[src/rtl/hash_req_arbiter_if.sv]
// Request/response bundle between the lookup request sources and the
// shared hash arbiter. Keys come in on the request side. Hashed results
// go out on the response side, tagged with the requester that issued them.
interface hash_req_arbiter_if #(
  parameter int NUM_REQ = 4,
  parameter int ID_W    = 2
);

  // Request side: one key slot per requester, one-hot accept strobe back.
  logic [NUM_REQ-1:0]    req_valid;
  logic [NUM_REQ*48-1:0] req_key;
  logic [NUM_REQ-1:0]    req_ready;

  // Response side: head of the response FIFO, popped by resp_ready.
  logic                  resp_valid;
  logic [31:0]           resp_hash;
  logic [ID_W-1:0]       resp_id;
  logic                  resp_ready;

  // Arbiter view.
  modport slave (
    input  req_valid,
    input  req_key,
    input  resp_ready,
    output req_ready,
    output resp_valid,
    output resp_hash,
    output resp_id
  );

  // Requester / response consumer view.
  modport master (
    output req_valid,
    output req_key,
    output resp_ready,
    input  req_ready,
    input  resp_valid,
    input  resp_hash,
    input  resp_id
  );

endinterface

[src/rtl/hash_req_arbiter.sv]
// Shares one fully pipelined 48-bit -> 32-bit one-at-a-time hash core
// among NUM_REQ requesters. A round-robin arbiter issues at most one key
// per cycle. A valid/ID tag pipe follows each key through the core. The
// results land in a response FIFO. A credit counter covers keys in flight
// plus FIFO entries, so the non-stallable core can never overrun the FIFO.
module hash_req_arbiter #(
  parameter int NUM_REQ      = 4,
  parameter int ID_W         = 2,
  parameter int HASH_LATENCY = 7,
  parameter int FIFO_DEPTH   = 16
) (
  input  logic                clk,
  input  logic                resetn,
  input  logic                enable,
  hash_req_arbiter_if.slave   bus,
  output logic [47:0]         hash_in_data,
  input  logic [31:0]         hash_out_data,
  output logic                busy
);

  localparam int PTR_W = $clog2(FIFO_DEPTH);
  localparam int CNT_W = PTR_W + 1;
  localparam logic [CNT_W-1:0] DEPTH_C   = CNT_W'(FIFO_DEPTH);
  localparam logic [ID_W-1:0]  LAST_REQ  = ID_W'(NUM_REQ - 1);

  // ---------------------------------------------------------------------
  // Arbitration
  // ---------------------------------------------------------------------
  logic [ID_W-1:0]  rr_ptr;
  logic [ID_W-1:0]  scan;
  logic [ID_W-1:0]  winner;
  logic             found;
  logic             can_issue;
  logic             accept;
  logic             pop;
  logic [CNT_W-1:0] reserved;
  logic [47:0]      win_key;

  // Round-robin search: start one past the last winner and wrap modulo NUM_REQ.
  always_comb begin
    // NOTE: every variable gets a default before any conditional update, so
    // no path leaves it unassigned and no latch is inferred.
    winner = rr_ptr;
    found  = 1'b0;
    scan   = rr_ptr;
    for (int k = 0; k < NUM_REQ; k++) begin
      scan = (scan == LAST_REQ) ? '0 : scan + ID_W'(1);
      if (!found && bus.req_valid[scan]) begin
        found  = 1'b1;
        winner = scan;
      end
    end
  end

  // A key may only be issued while a FIFO slot is still unclaimed. The
  // grant is also held off while reset is asserted, so req_ready reads 0
  // during reset whatever the requesters are driving.
  assign can_issue     = enable && (reserved < DEPTH_C);
  assign accept        = found && can_issue && resetn;
  assign bus.req_ready = accept ? (NUM_REQ'(1) << winner) : '0;
  assign win_key       = bus.req_key[winner*48 +: 48];

  // The pointer follows the last winner. The key register feeds the core and holds when idle.
  always_ff @(posedge clk or negedge resetn) begin
    // NOTE: state is updated with non-blocking assignments so every register
    // samples pre-edge values, independent of statement order.
    if (!resetn) begin
      rr_ptr       <= LAST_REQ;
      hash_in_data <= '0;
    end else if (accept) begin
      rr_ptr       <= winner;
      hash_in_data <= win_key;
    end
  end

  // ---------------------------------------------------------------------
  // Tag pipe
  // ---------------------------------------------------------------------
  // Stage 0 is loaded together with hash_in_data. HASH_LATENCY more stages
  // follow, matching the core, so the last stage is valid in the same cycle
  // that hash_out_data carries that key's hash.
  logic [HASH_LATENCY:0]           tag_valid;
  logic [HASH_LATENCY:0][ID_W-1:0] tag_id;
  logic                            wr_en;
  logic [ID_W-1:0]                 wr_id;

  // Shift the valid/ID tags along with the key as it moves through the core.
  always_ff @(posedge clk or negedge resetn) begin
    if (!resetn) begin
      tag_valid <= '0;
      tag_id    <= '0;
    end else begin
      tag_valid <= {tag_valid[HASH_LATENCY-1:0], accept};
      tag_id    <= {tag_id[HASH_LATENCY-1:0], winner};
    end
  end

  assign wr_en = tag_valid[HASH_LATENCY];
  assign wr_id = tag_id[HASH_LATENCY];

  // ---------------------------------------------------------------------
  // Response FIFO
  // ---------------------------------------------------------------------
  logic [31:0]      mem_hash [FIFO_DEPTH];
  logic [ID_W-1:0]  mem_id   [FIFO_DEPTH];
  logic [PTR_W-1:0] wr_ptr;
  logic [PTR_W-1:0] rd_ptr;
  logic [PTR_W-1:0] rd_next;
  logic [CNT_W-1:0] count;
  logic [31:0]      head_hash;
  logic [ID_W-1:0]  head_id;

  assign rd_next        = rd_ptr + PTR_W'(1);
  assign bus.resp_valid = (count != '0);
  assign bus.resp_hash  = head_hash;
  assign bus.resp_id    = head_id;
  assign pop            = bus.resp_valid && bus.resp_ready;

  // Capture each tagged result. The write is unconditional because the credits
  // guarantee a free slot.
  always_ff @(posedge clk) begin
    // NOTE: the storage array has no reset. Pointers and count define which
    // entries are live, and every entry is written before it is read.
    if (wr_en) begin
      mem_hash[wr_ptr] <= hash_out_data;
      mem_id[wr_ptr]   <= wr_id;
    end
  end

  // Pointer and occupancy bookkeeping. A write and a pop in the same cycle leave the count unchanged.
  always_ff @(posedge clk or negedge resetn) begin
    if (!resetn) begin
      wr_ptr <= '0;
      rd_ptr <= '0;
      count  <= '0;
    end else begin
      if (wr_en) wr_ptr <= wr_ptr + PTR_W'(1);
      if (pop)   rd_ptr <= rd_next;
      case ({wr_en, pop})
        2'b10:   count <= count + CNT_W'(1);
        2'b01:   count <= count - CNT_W'(1);
        default: count <= count;
      endcase
    end
  end

  // Registered head. On a pop it takes the next stored entry. If none is
  // stored, it takes the entry being written this cycle. This also covers
  // a write and a pop together at count==1, and a write into an empty FIFO.
  always_ff @(posedge clk or negedge resetn) begin
    if (!resetn) begin
      head_hash <= '0;
      head_id   <= '0;
    end else if (pop) begin
      if (count > CNT_W'(1)) begin
        head_hash <= mem_hash[rd_next];
        head_id   <= mem_id[rd_next];
      end else if (wr_en) begin
        head_hash <= hash_out_data;
        head_id   <= wr_id;
      end
    end else if (wr_en && (count == '0)) begin
      head_hash <= hash_out_data;
      head_id   <= wr_id;
    end
  end

  // ---------------------------------------------------------------------
  // Credits
  // ---------------------------------------------------------------------
  // reserved = keys in flight + FIFO entries. An accept and a pop in the same cycle cancel.
  always_ff @(posedge clk or negedge resetn) begin
    if (!resetn) begin
      reserved <= '0;
    end else begin
      case ({accept, pop})
        2'b10:   reserved <= reserved + CNT_W'(1);
        2'b01:   reserved <= reserved - CNT_W'(1);
        default: reserved <= reserved;
      endcase
    end
  end

  assign busy = (reserved != '0);

endmodule
[src/flat_wrapper.sv]
// flat-port wrapper written by rule: the top's interface ports become plain ports
module hash_req_arbiter_flat 
#(
  parameter int NUM_REQ      = 4,
  parameter int ID_W         = 2,
  parameter int HASH_LATENCY = 7,
  parameter int FIFO_DEPTH   = 16
)
  (clk, resetn, enable, hash_in_data, hash_out_data, busy, bus_req_valid, bus_req_key, bus_resp_ready, bus_req_ready, bus_resp_valid, bus_resp_hash, bus_resp_id);
  hash_req_arbiter_if #(.NUM_REQ(NUM_REQ), .ID_W(ID_W)) bus_i ();
  input  logic clk;
  input  logic resetn;
  input  logic enable;
  output logic [47:0] hash_in_data;
  input  logic [31:0] hash_out_data;
  output logic busy;
  input wire logic [$bits(bus_i.req_valid)-1:0] bus_req_valid;
  input wire logic [$bits(bus_i.req_key)-1:0] bus_req_key;
  input wire logic [$bits(bus_i.resp_ready)-1:0] bus_resp_ready;
  output wire logic [$bits(bus_i.req_ready)-1:0] bus_req_ready;
  output wire logic [$bits(bus_i.resp_valid)-1:0] bus_resp_valid;
  output wire logic [$bits(bus_i.resp_hash)-1:0] bus_resp_hash;
  output wire logic [$bits(bus_i.resp_id)-1:0] bus_resp_id;
  assign bus_i.req_valid = bus_req_valid;
  assign bus_i.req_key = bus_req_key;
  assign bus_i.resp_ready = bus_resp_ready;
  assign bus_req_ready = bus_i.req_ready;
  assign bus_resp_valid = bus_i.resp_valid;
  assign bus_resp_hash = bus_i.resp_hash;
  assign bus_resp_id = bus_i.resp_id;
  hash_req_arbiter #(.NUM_REQ(NUM_REQ), .ID_W(ID_W), .HASH_LATENCY(HASH_LATENCY), .FIFO_DEPTH(FIFO_DEPTH)) u_core (.clk(clk), .resetn(resetn), .enable(enable), .bus(bus_i), .hash_in_data(hash_in_data), .hash_out_data(hash_out_data), .busy(busy));
endmodule
[config.mk]
export PLATFORM = sky130hd
export DESIGN_NAME = hash_req_arbiter_flat
export DESIGN_NICKNAME = d
export VERILOG_FILES = /design/src/rtl/hash_req_arbiter_if.sv /design/src/rtl/hash_req_arbiter.sv /design/src/flat_wrapper.sv
export SDC_FILE = /design/constraint.sdc
export NUM_CORES = 1
export LEC_CHECK = 0
export ABC_AREA = 1
export CAP_MARGIN = 20
export CORE_MARGIN = 2
export CORE_UTILIZATION = 46
export DETAILED_ROUTE_END_ITERATION = 8
export GPL_TIMING_DRIVEN = 0
export PLACE_DENSITY = 0.68
export SLEW_MARGIN = 30
export SYNTH_ARGS = -nofsm -noshare
export SYNTH_HDL_FRONTEND = slang
export SYNTH_SLANG_ARGS = --single-unit
[constraint.sdc]
create_clock -name clk -period 6.62 [get_ports clk]
set_input_delay 0.993 -clock clk [delete_from_list [all_inputs] [get_ports clk]]
set_output_delay 0.993 -clock clk [all_outputs]
set_load 0.01 [all_outputs]
Word-level counts from Yosys, hierarchy flattened
Memory sizes are Yosys's and may differ from the RTL's.
Index checks and enable logic that the tools add are counted.
- equality and inequality tests: 9
- order comparisons: 6
- mux-type cells: 33
- add/subtract/negate cells: 10
- reductions and logical operators: 18
- shift operators: 2
- multipliers: 1
- operators with widths (kind ; number):
    $shiftx 192x9->48 ; 1
    $mux 32 ; 4
    $mux 2 ; 12
    $pmux 5 s2 ; 2
    $eq 2x2->1 const B ; 6
    $lt 2x3->1 const B ; 4
    $add 5x1->5 const B ; 2
    $mux 1 ; 10
    $reduce_bool 5->1 ; 2
    $sub 5x1->5 const B ; 2
    $add 2x1->2 const B ; 4
    $add 4x1->4 const B ; 2
    $bmux 1 s2 ; 4
    $logic_and 1x1->1 ; 8
    $reduce_bool 2->1 ; 3
    $gt 5x1->1 const B ; 1
    $logic_not 5->1 ; 1
    $lt 5x5->1 const B ; 1
    $eq 2x1->1 const B ; 2
    $mul 2x2->4 const B ; 1
    $mux 4 ; 1
    $shl 1x2->4 const A ; 1
    $logic_not 1->1 ; 3
    $ne 3x3->1 const B ; 1
    $reduce_and 2->1 ; 1
- memories: 2
- RAM bits: 544
- flip-flop bits (word level): 126
- logic and storage cells: 98
- output and inout bits: 88
- input port bits: 232
- memories (memory ; depth ; width ; read ports ; clocked after memory_dff ; wr ports ; line ; source):
    u_core.mem_hash ; 16 ; 32 ; 1 ; 0 ; 1 ; hash_req_arbiter.sv:104 ; logic [31:0] mem_hash [FIFO_DEPTH];
    u_core.mem_id ; 16 ; 2 ; 1 ; 0 ; 1 ; hash_req_arbiter.sv:105 ; logic [ID_W-1:0] mem_id [FIFO_DEPTH];

Depth between registers and ports, before layout
- depth after elaboration: 18
- depth in mapped cells: 22
- mapped depth without buffers: 20

Worst setup path before layout
Ideal clock, no wire load.
- kind: in2reg
- start point: in bus_req_valid[3]
- end point: reg u_core.reserved[4]
- data arrival time: 3358 ps
- setup time: 131 ps
- stages: 19
- setup slack: 3131 ps
- data required time: 6489 ps
- path buffers: 2
- cells stage by stage: inv_1 > nand2_2 > nand3_2 > nand2_2 > nor2_4 > nand3b_1 > nand4_1 > buf_2 > clkbuf_1 > ha_1 > xor2_1 > ha_1 > a21oi_1 > o21ai_0 > a21oi_1 > inv_1 > a21oi_1 > o21ai_0 > xor2_1
- longest elaborated chain between the ends: 16
- elaborated cells on any way between the ends: 24
- those cells by class: eq/ne (2); mux (13); reduce/logical (9)
- RTL lines (element ; line ; source):
    start: declaration ; flat_wrapper.sv:17 ; input wire logic [$bits(bus_i.req_valid)-1:0] bus_req_valid;
    $bmux 1 s2 ; hash_req_arbiter.sv:48 ; if (!found && bus.req_valid[scan]) begin
    $mux 1 (implied by the code) ; hash_req_arbiter.sv:48 ;
    $mux 1 ; hash_req_arbiter.sv:48 ;
    $logic_not 1->1 ; hash_req_arbiter.sv:48 ;
    $logic_and 1x1->1 ; hash_req_arbiter.sv:48 ;
    $mux 1 ; hash_req_arbiter.sv:48 ;
    $logic_not 1->1 ; hash_req_arbiter.sv:48 ;
    $logic_and 1x1->1 ; hash_req_arbiter.sv:48 ;
    $mux 1 ; hash_req_arbiter.sv:48 ;
    $logic_not 1->1 ; hash_req_arbiter.sv:48 ;
    $logic_and 1x1->1 ; hash_req_arbiter.sv:48 ;
    $mux 1 * ; hash_req_arbiter.sv:48 ;
    $logic_and 1x1->1 * (2 in a row) ; hash_req_arbiter.sv:59 ; assign accept = found && can_issue && resetn;
    $eq 2x1->1 / $eq 2x2->1 (equally long branches) ; hash_req_arbiter.sv:176 ; case ({accept, pop})
    $pmux 5 s2 / $reduce_bool 2->1 (equally long branches) ; - ;
    end signal: assignment ; hash_req_arbiter.sv:177 ; 2'b10: reserved <= reserved + CNT_W'(1);
    end signal: assignment ; hash_req_arbiter.sv:178 ; 2'b01: reserved <= reserved - CNT_W'(1);
    end signal: assignment ; hash_req_arbiter.sv:179 ; default: reserved <= reserved;
    end: declaration ; hash_req_arbiter.sv:36 ; logic [CNT_W-1:0] reserved;
Mark *: on every way between the ends. The rest lies on a longest branch, timed or not. The select of a mux whose other input is x is not followed.
A chain may end at the register's enable or synchronous reset.

Worst setup path in the final report
- start point: reg u_core.rr_ptr[0]
- end point: out bus_req_ready[0]
- longest elaborated chain between the ends: 17
- elaborated cells on any way between the ends: 38
- those cells by class: add/sub (4); eq/ne (4); shift (1); mux (21); reduce/logical (8)
- RTL lines (element ; line ; source):
    start: declaration ; hash_req_arbiter.sv:29 ; logic [ID_W-1:0] rr_ptr;
    start signal: assignment ; hash_req_arbiter.sv:71 ; rr_ptr <= winner;
    branches (longest 16 deep; another with $add 2x1->2) ; - ;
    $mux 4 * ; hash_req_arbiter.sv:60 ; assign bus.req_ready = accept ? (NUM_REQ'(1) << winner) : '0;
    end: declaration ; flat_wrapper.sv:20 ; output wire logic [$bits(bus_i.req_ready)-1:0] bus_req_ready;
Every way passes the cells marked *. The select of a mux whose other input is x is not followed.

==> flow_metrics.py <==
metrics = {
    "logic_synthesis": {
        "synth.distinct_cells": 38,
        "yosysSeqAreaShare_pct": 67.8,
        "syn_nets": 2675,
        "synth_top_family_by_area": "simple AND/OR/NAND/NOR gates",
        "synth_compound_area_share_pct": 9.13,
        "synth_fa_ha_area_share_pct": 0.609,
        "syn_inst": 2429,
        "avgSynthCellArea_sq_um": 11.8,
        "ys_ff_latch": 670,
        "synth_mux_area_share_pct": 3.80,
        "synth_xor_area_share_pct": 0.483,
        "synthSimpleGateAreaFrac_pct": 12.7,
        "syn-cell-area_sq_mm": 0.0287,
        "synth.yosys.warnings": 0,
    },
    "worst_setup_path": {
        "cp_max_fo": 10,
        "cp.arrival_ps": 3760,
        "required_ps": 5630,
        "worstSetupPathType": "flop to primary output",
        "end_kind": "primary output",
        "critPathLaunchType": "flop",
    },
    "clocking": {
        "cts_setup_buffers": 0,
        "ctsResizeCount": 0,
        "numCtsBuffers": 69,
        "clock_path_buffers": 3,
        "cts_max_level": 3,
        "clkTransAtPathRegs_ps": 60,
        "cts_root_buf": "clkbuf_16",
        "clkLatencyLatePin_ps": 620,
        "hold_buffers": 0,
        "cts_sinks": 670,
        "cts_tree": "built",
    },
    "route": {
        "drt_wl_total_um": 91700,
        "wl_met3_um": 9110,
        "drtIter0Drc": 2568,
        "maxUsedRoutingLayer": "met5",
        "viasPerCell": 5.70,
        "wl_met2_um": 45100,
        "first_pass_iters": 6,
        "wl_per_cell_um": 24.5,
        "wl_met1_um": 34400,
        "drc": 0,
        "num_vias": 21400,
        "route.antenna.remaining_nets": 0,
    },
    "grt": {
        "antenna_found_initial": 5,
        "grt_max_degree": 54,
        "grt_pass1_vias": 21800,
        "grt_overflow_total": 0,
        "grt_pass1_wl_um": 134000,
        "grt_use_total_pct": 28.4,
    },
    "sta": {
        "post-route-period-util_pct": 71.8,
        "setup_viol": 0,
        "hold_viol": 0,
        "worst_slew_pin_slew_ps": 1050,
        "slew_viol_final": 0,
        "finalClockSkew_ps": 29.0,
        "fmax_mhz": 210,
        "rsz0062_at_grt": "false",
        "finalCriticalPeriod_ps": 4750,
        "max_slew_margin_pct": 29.7,
    },
    "floorplanning": {
        "die_h_um": 254,
        "row_count": 91,
        "ios": 320,
        "core-area_sq_mm": 0.0617,
        "initial_utilization_pct": 46.6,
        "dieArea_sq_mm": 0.0645,
        "die_width_um": 254,
    },
    "finish": {
        "drive_gt1_share_pct": 8.15,
        "fin_cells": 3749,
        "utilization_pct": 58.9,
        "area_growth_pct": 26.6,
        "nets": 3099,
    },
    "pwr": {
        "vdd_drop_max_uv": 397,
        "pwr-share-comb_pct": 49.9,
        "p_int_uw": 10600,
        "power_switching_uw": 8160,
        "cellLeakagePower_uw": 0.0139,
        "p_sw_share_pct": 43.6,
        "pwr-share-seq_pct": 28.7,
        "pwr-share-clk_pct": 21.4,
        "power_density_mw_per_mm2": 515,
    },
    "flow_run": {
        "maxCapViolCount": 0,
    },
    "placement": {
        "io_buffer_count": 319,
        "place_inst": 3619,
        "dpl.hpwl_um": 65100,
        "gp_congestion": 0.961,
    },
    "min_path": {
        "hold_class": "input pin to asynchronous set/reset pin",
    },
    "outcome": {
        "status": "complete, no violations",
    },
}
-- through the flow --
stage          power (uW)  hold slack (ps)  area, sq um  worst slack (ps)  TNS [ps]
2_1_floorplan       11000              331        28700              3130         0
3_3_place_gp        14400              333        33000             -2870   -245440
3_5_place_dp        14700              335        34000              2030         0
4_1_cts             18700              202        36400              1830         0
5_1_grt             19800              209        36400              1560         0
6_report            18700              221        36400              1870         0
-- worst paths after layout --
path                                     start                      end  slack, ps  depth (start not counted)
min in group clk           u_core.tag_valid[5]      u_core.tag_valid[6]        340                          0
setup / recovery              u_core.rr_ptr[0]         bus_req_ready[0]       1870                         17
hold / removal                          resetn  u_core.hash_in_data[25]        220                          1
hold reg to reg            u_core.tag_valid[5]      u_core.tag_valid[6]        340                          0
setup reg to reg              u_core.rr_ptr[0]       u_core.reserved[4]       2480                         21
max in group asynchronous               resetn         u_core.rr_ptr[0]       5460                          3
-- kinds of logic after synthesis --
logic type      after synthesis
mux                         109
buf+inv                     383
simple gates                858
flops                       670
fa+ha+maj                    14
compound gates              380
xor+xnor                     15
-- registers in the layout (all words and copies together) (netlist names) --
name	cells
u_core.bus.resp_hash	32
u_core.bus.resp_id	2
u_core.count	5
u_core.hash_in_data	48
u_core.mem_hash	512
u_core.mem_id	32
u_core.rd_ptr	4
u_core.reserved	5
u_core.rr_ptr	2
u_core.tag_id	14
u_core.tag_valid	8
u_core.wr_id	2
u_core.wr_ptr	4
-- worst max-delay path, stage by stage (launching register included) --
cell,delay [ps]
dfstp_2,570
ha_1,280
inv_2,120
nand2_1,90
nand2_1,110
nand2_1,80
nand2_1,110
nor2_4,140
nand3_2,120
inv_2,80
nand2_1,60
nand2_2,130
inv_2,70
nor2_2,240
buf_4,260
inv_1,70
nor2_1,90
clkdlybuf4s50_1,550
-- layout by cell type (no fill, tap or decap), types with 9 or more instances in the layout --
cell type,instances
nor2_1,197
o221ai_1,109
o21ai_0,150
nand3_1,238
a22oi_1,34
xor2_1,9
mux2i_1,109
nor2_4,17
buf_6,10
o211ai_1,48
o32ai_1,27
edfxtp_1,544
nand2_1,365
or2_1,15
buf_2,32
clkdlybuf4s50_1,318
ha_1,14
dfrtp_1,124
buf_16,33
clkbuf_16,69
clkbuf_1,115
clkinv_2,10
inv_1,219
-- per-layer routing --
metal  track usage [%]  vias up
met5                 0        -
met4              10.5        4
met3              6.73      213
met2              47.9     1242
met1              35.6    10400
li1                  -     9536
-- cell type report --
cell class	instances	area (sq um)
diodes	3	7.51
plain buffers	158	742
clock buffers	90	1880
clock inverters	37	457
fillers	5032	25300
inverters	225	845
multi-input cells	1376	7790
flip-flops and latches	670	19500
well taps	837	1050
repair buffers	353	4120
-- cells in the mapped netlist --
library cell | number | area [sq um]
edfxtp_1 | 544 | 16300
nand2_1 | 365 | 1370
nand3_1 | 238 | 1190
inv_1 | 219 | 822
nor2_1 | 213 | 800
o21ai_0 | 150 | 751
dfrtp_1 | 124 | 3100
mux2i_1 | 109 | 1090
o221ai_1 | 109 | 955
clkbuf_1 | 103 | 387
o211ai_1 | 48 | 360
a22oi_1 | 34 | 255
buf_2 | 32 | 160
o32ai_1 | 27 | 236
or2_1 | 15 | 93.8
ha_1 | 14 | 175
buf_6 | 10 | 113
xor2_1 | 9 | 78.8
a21oi_1 | 8 | 40.0
buf_4 | 8 | 60.1
nand2_2 | 6 | 37.5
buf_1 | 5 | 18.8
inv_2 | 5 | 18.8
nor3_1 | 5 | 25.0
or2_2 | 5 | 31.3
xnor2_1 | 5 | 43.8
nand3_2 | 4 | 40.0
nor2_2 | 3 | 18.8
dfstp_2 | 2 | 52.6
nand4_1 | 2 | 12.5
a21boi_0 | 1 | 7.51
clkinv_1 | 1 | 3.75
nand3b_1 | 1 | 7.51
nor2_4 | 1 | 11.3
o21ai_1 | 1 | 5.00
o21bai_1 | 1 | 7.51
o31ai_1 | 1 | 7.51
xnor2_2 | 1 | 16.3
-- power groups by stage --
stage | logic [uW] | registers, uW | clock network (uW)
6_report | 9350 | 5380 | 4010
5_1_grt | 10100 | 5430 | 4230
4_1_cts | 9270 | 5380 | 4050
3_5_place_dp | 9210 | 5450 | 0
3_3_place_gp | 8980 | 5440 | 0
2_1_floorplan | 5560 | 5480 | 0
No activity file was read; power rests on OpenSTA's default activity.
